### src/rtl/ah_cam_wr_credit_feeder.sv
// Credit-gated write feeder for the AH CAM: buffers producer writes in a small FIFO
// and strobes them into the CAM one per cycle while write credits remain.
module ah_cam_wr_credit_feeder #(
    parameter int DW      = 16,
    parameter int FDEPTH  = 4,
    parameter int CREDITS = 10,
    parameter int CW      = 5
) (
    input  logic                       clk,
    input  logic                       rst,
    input  logic                       in_valid,
    output logic                       in_ready,
    input  logic [DW-1:0]              in_data,
    input  logic                       flush,
    output logic                       wvalid,
    output logic [DW-1:0]              wdata,
    input  logic                       wcredit,
    output logic [CW-1:0]              credit_cnt,
    output logic [$clog2(FDEPTH):0]    fifo_cnt,
    output logic                       credit_err
);

    localparam int AW = $clog2(FDEPTH);

    typedef enum logic {AVAIL, STALL} credit_state_t;

    credit_state_t state, state_next;

    logic [DW-1:0] mem [FDEPTH];
    logic [AW-1:0] rd_ptr, wr_ptr;
    logic          push, issue;
    logic [CW-1:0] credit_next;
    logic          credit_ovf;

    // Returns {overflow, next count}; a return at the full count saturates.
    function automatic logic [CW:0] credit_step(input logic [CW-1:0] cnt,
                                                input logic          take,
                                                input logic          give);
        logic [CW-1:0] nxt;
        logic          ovf;
        nxt = cnt;
        ovf = 1'b0;
        if (take && !give) begin
            nxt = cnt - CW'(1);
        end else if (give && !take) begin
            if (cnt == CW'(CREDITS)) ovf = 1'b1;
            else                     nxt = cnt + CW'(1);
        end
        return {ovf, nxt};
    endfunction

    // Ready comes from the registered count only, so a full FIFO refuses a push
    // even in a cycle that also pops.
    assign in_ready = ~rst & (fifo_cnt != (AW+1)'(FDEPTH));
    assign push     = in_valid & in_ready & ~flush;
    assign issue    = (fifo_cnt != '0) & (state == AVAIL) & ~flush;

    always_comb begin
        state_next                = state;
        {credit_ovf, credit_next} = credit_step(credit_cnt, issue, wcredit);
        if (credit_next == '0) state_next = STALL;
        else                   state_next = AVAIL;
    end

    always_ff @(posedge clk) begin
        if (rst) state <= AVAIL;
        else     state <= state_next;
    end

    always_ff @(posedge clk) begin
        if (push) mem[wr_ptr] <= in_data;
    end

    always_ff @(posedge clk) begin
        if (rst) begin
            fifo_cnt   <= '0;
            rd_ptr     <= '0;
            wr_ptr     <= '0;
            credit_cnt <= CW'(CREDITS);
            wvalid     <= 1'b0;
            wdata      <= '0;
            credit_err <= 1'b0;
        end else begin
            if (flush) begin
                fifo_cnt <= '0;
                rd_ptr   <= wr_ptr;
            end else begin
                if (push)  wr_ptr <= wr_ptr + AW'(1);
                if (issue) rd_ptr <= rd_ptr + AW'(1);
                fifo_cnt <= fifo_cnt + (AW+1)'(push) - (AW+1)'(issue);
            end
            wvalid <= issue;
            if (issue) wdata <= mem[rd_ptr];
            credit_cnt <= credit_next;
            if (credit_ovf) credit_err <= 1'b1;
        end
    end

endmodule

### config.mk
export PLATFORM = sky130hd
export DESIGN_NAME = ah_cam_wr_credit_feeder
export DESIGN_NICKNAME = d
export VERILOG_FILES = /design/src/rtl/ah_cam_wr_credit_feeder.sv
export SDC_FILE = /design/constraint.sdc
export NUM_CORES = 1
export LEC_CHECK = 0
export BUFFER_PORTS_ARGS = -buffer_cell sky130_fd_sc_hd__buf_2
export CORE_MARGIN = 5
export CORE_UTILIZATION = 59
export CTS_BUF_LIST = sky130_fd_sc_hd__clkbuf_2
export DETAILED_ROUTE_END_ITERATION = 12
export HOLD_SLACK_MARGIN = 0.02
export PLACE_DENSITY = 0.81
export SYNTH_ARGS = -nofsm -noshare
export SYNTH_HDL_FRONTEND = slang
export SYNTH_SLANG_ARGS = --single-unit
### constraint.sdc
create_clock -name clk -period 3.2 [get_ports clk]
set_input_delay 0.64 -clock clk [delete_from_list [all_inputs] [get_ports clk]]
set_output_delay 0.64 -clock clk [all_outputs]
set_load 0.01 [all_outputs]
==> impl_metrics.json <==
{
  "place_ws_ns": 0.540,
  "drt_iter0_drc": 86,
  "setup_viol": 0,
  "cp-end-kind": "flop",
  "vias_per_cell": 5.45,
  "total_power_mw": 2.08,
  "ys_warn_count": 0,
  "place_area_um2": 4120,
  "ys_seq_elements": 95,
  "syn_area_um2": 3790,
  "coreArea_um2": 6310,
  "cts-root-buf": "clkbuf_2",
  "synth_area_per_cell_um2": 14.7,
  "fin_worst_skew_ns": 0.0325,
  "synthTopCellsByArea": "edfxtp_1 (51%), dfxtp_1 (16%), mux4_2 (9.5%)",
  "tns_ns": 0,
  "synthesis.nets": 287,
  "crit_fanout": 10,
  "max-clock-path-buffers": 2,
  "holdCritPathClass": "in2reg",
  "grt_overflow_total": 0,
  "r2r_start": "fifo_cnt[1]",
  "gp_congestion": 0.846,
  "p_leak_nw": 1.53,
  "reg2reg_depth": 10,
  "hold_viol_final": 0,
  "syn_to_final_growth_pct": 11.4,
  "rsz0062_at_grt": "false",
  "period_share_pct": 68.8,
  "worst_ep_required_time_ns": 3.64,
  "startpoint": "fifo_cnt[1]",
  "n_antenna_cell": 0,
  "yosysTopAreaCell": "edfxtp_1",
  "cts_tree": "yes",
  "dieArea_um2": 8120,
  "status": "finished, final reports clean",
  "cts_num_sinks": 95,
  "start_util_pct": 60.0,
  "drive_above_1_share_pct": 31.2,
  "die_h_um": 90.1,
  "fmax_ghz": 0.454,
  "cts_setup_buffers": 0,
  "clkTransAtPathRegs_ns": 0.27,
  "synth_edf_count": 64,
  "io-pin-count": 48,
  "power_density_nw_per_um2": 494,
  "min-delay-start": "in_data[10]",
  "cts_resized": 0,
  "die_w_um": 90.1,
  "final_cell_area_um2": 4220,
  "whs_endpoint": "mem[1][10]",
  "worstSetupPathType": "reg2reg",
  "yosysTopAreaCellShare_pct": 50.8,
  "r2r-end": "fifo_cnt[2]",
  "hpwl_um": 4070,
  "start_kind": "flop",
  "seq_area_frac_synth_pct": 67.2,
  "wl_um": 6250,
  "netlist_instances": 257,
  "track_usage_pct": 16.6,
  "cts_buffers": 9,
  "clk_latency_ns": 0.54,
  "placed_cells": 375,
  "tightest_slew_ns": 0.847,
  "timing.final.ws_setup_ns": 0.999,
  "io_buffers": 47,
  "nets": 339,
  "drv_cap": 0,
  "grt_max_degree": 31,
  "synth_cell_type_count": 43,
  "final_cells": 391,
  "slew_headroom_pct": 43.4,
  "ys_async_sr_fraction_pct": 0,
  "drt-pass1-iter-count": 4,
  "num_rows": 29,
  "finalMaxSlewViolations": 0,
  "peakVddDrop_mv": 0.363,
  "worst-r2r-setup-slack_ns": 1.0,
  "antenna_left": 0,
  "grt_pass1_vias": 2170,
  "ys_dominant_reg_cell": "edfxtp_1",
  "period_needed_ns": 2.20,
  "drc": 0,
  "cts_hold_buf": 0,
  "num_vias": 2132,
  "antenna_found_initial": 0,
  "whs_path_depth": 1,
  "htree_levels": 3,
  "grt_pass1_wl_um": 10600,
  "wl_per_cell_um": 16.0,
  "worstPathArrival_ns": 2.64,
  "nFillCells": 452
}
[flip-flops by register name, summed over array words and instances (netlist names)]
name,count
credit_cnt,5
wr_ptr,2
wvalid,1
mem,64
credit_err,1
wdata,16
rd_ptr,2
state,1
fifo_cnt,3
[layer usage]
metal / GRT usage [%] / share of wire, % / vias to the layer above
met5: 0 / 0 / -
met2: 27.3 / 50 / 52
met3: 4.59 / 5.1 / 6
met4: 6.33 / 1.4 / 0
met1: 20.9 / 44 / 1020
li1: - / - / 1054
[placed cells by master (no fill, tap or decap), types with 3 or more instances in the layout]
cell and count:
a21oi_1 20, and2_1 6, buf_2 47, buf_4 8, clkbuf_2 9, dfxtp_1 31, edfxtp_1 64, ha_1 8
inv_1 6, inv_6 5, mux2i_1 4, mux4_2 16, nand2_1 35, nor2_1 8, nor3_1 3, xnor2_1 5
[worst max-delay path, cell delays in order (launching register included)]
cell and delay [ns]:
dfxtp_1 0.49, nor2_1 0.09, a21oi_1 0.15, buf_4 0.17, nand2b_1 0.16, nand2_1 0.07, ha_1 0.20, fa_1 0.39
xnor2_1 0.21, xnor2_1 0.14, nor3_1 0.06
[synthesized netlist by cell type, types with 2 or more instances]
| master | n |
|---|---|
| mux4_2 | 16 |
| nand2_1 | 35 |
| edfxtp_1 | 64 |
| nor2_1 | 8 |
| a21oi_1 | 20 |
| xor2_1 | 2 |
| dfxtp_1 | 31 |
| nand2b_1 | 2 |
| nand4_1 | 2 |
| nor3_1 | 4 |
| buf_4 | 2 |
| clkbuf_1 | 6 |
| and2_1 | 6 |
| o21ai_0 | 2 |
| buf_2 | 6 |
| nor2b_1 | 2 |
| nor4_1 | 2 |
| mux2i_1 | 4 |
| xnor2_1 | 5 |
| a21oi_2 | 2 |
| ha_1 | 8 |
| inv_1 | 6 |
| a211oi_1 | 2 |
[logic make-up (layout without fill, tap and decap cells)]
logic type,after synthesis,count (layout),synth area share [%]
DFF,95,95,67.2
and+or+nand+nor,74,74,10.0
AOI/OAI and AO/OA,31,31,4.76
muxes,21,21,10.9
buffers and inverters,20,77,2.38
adders and majority gates,9,9,3.17
xor gates and xnor gates,7,7,1.62
[how the worst max path moves through the flow]
stage	end	slack [ns]
CTS	fifo_cnt[2]	0.99
detailed placement	fifo_cnt[2]	0.54
global placement	fifo_cnt[2]	0.63
finish	fifo_cnt[2]	1.0
global route	fifo_cnt[2]	0.75
floorplan	fifo_cnt[2]	0.54
[per-stage QoR]
stage | hold WS (ns) | util, %
after global routing | 0.196 | 66.8
after CTS | 0.241 | 66.8
after global placement | 0.441 | 65.2
after floorplan | 0.481 | -
final | 0.287 | 66.8
after detailed placement | 0.445 | 65.2
[power breakdown]
| part | internal (mW) | total, mW | switching (mW) |
|---|---|---|---|
| combinational | 0.0873 | 0.188 | 0.101 |
| clock | 0.122 | 0.537 | 0.415 |
| sequential | 1.34 | 1.36 | 0.0206 |
| total | 1.55 | 2.08 | 0.537 |
[final cells by class]
| type | count | area [um^2] | area share [%] |
|---|---|---|---|
| Inverter | 6 | 22.5 | 0.534 |
| Multi-Input combinational cell | 142 | 1160 | 27.5 |
| Sequential cell | 95 | 2540 | 60.3 |
| Clock buffer | 9 | 45.0 | 1.07 |
| Tap cell | 77 | 96.3 | 2.28 |
| Clock inverter | 7 | 58.8 | 1.39 |
| Timing Repair Buffer | 55 | 295 | 7.00 |
Note: power is estimated with default switching activity, not from simulation.
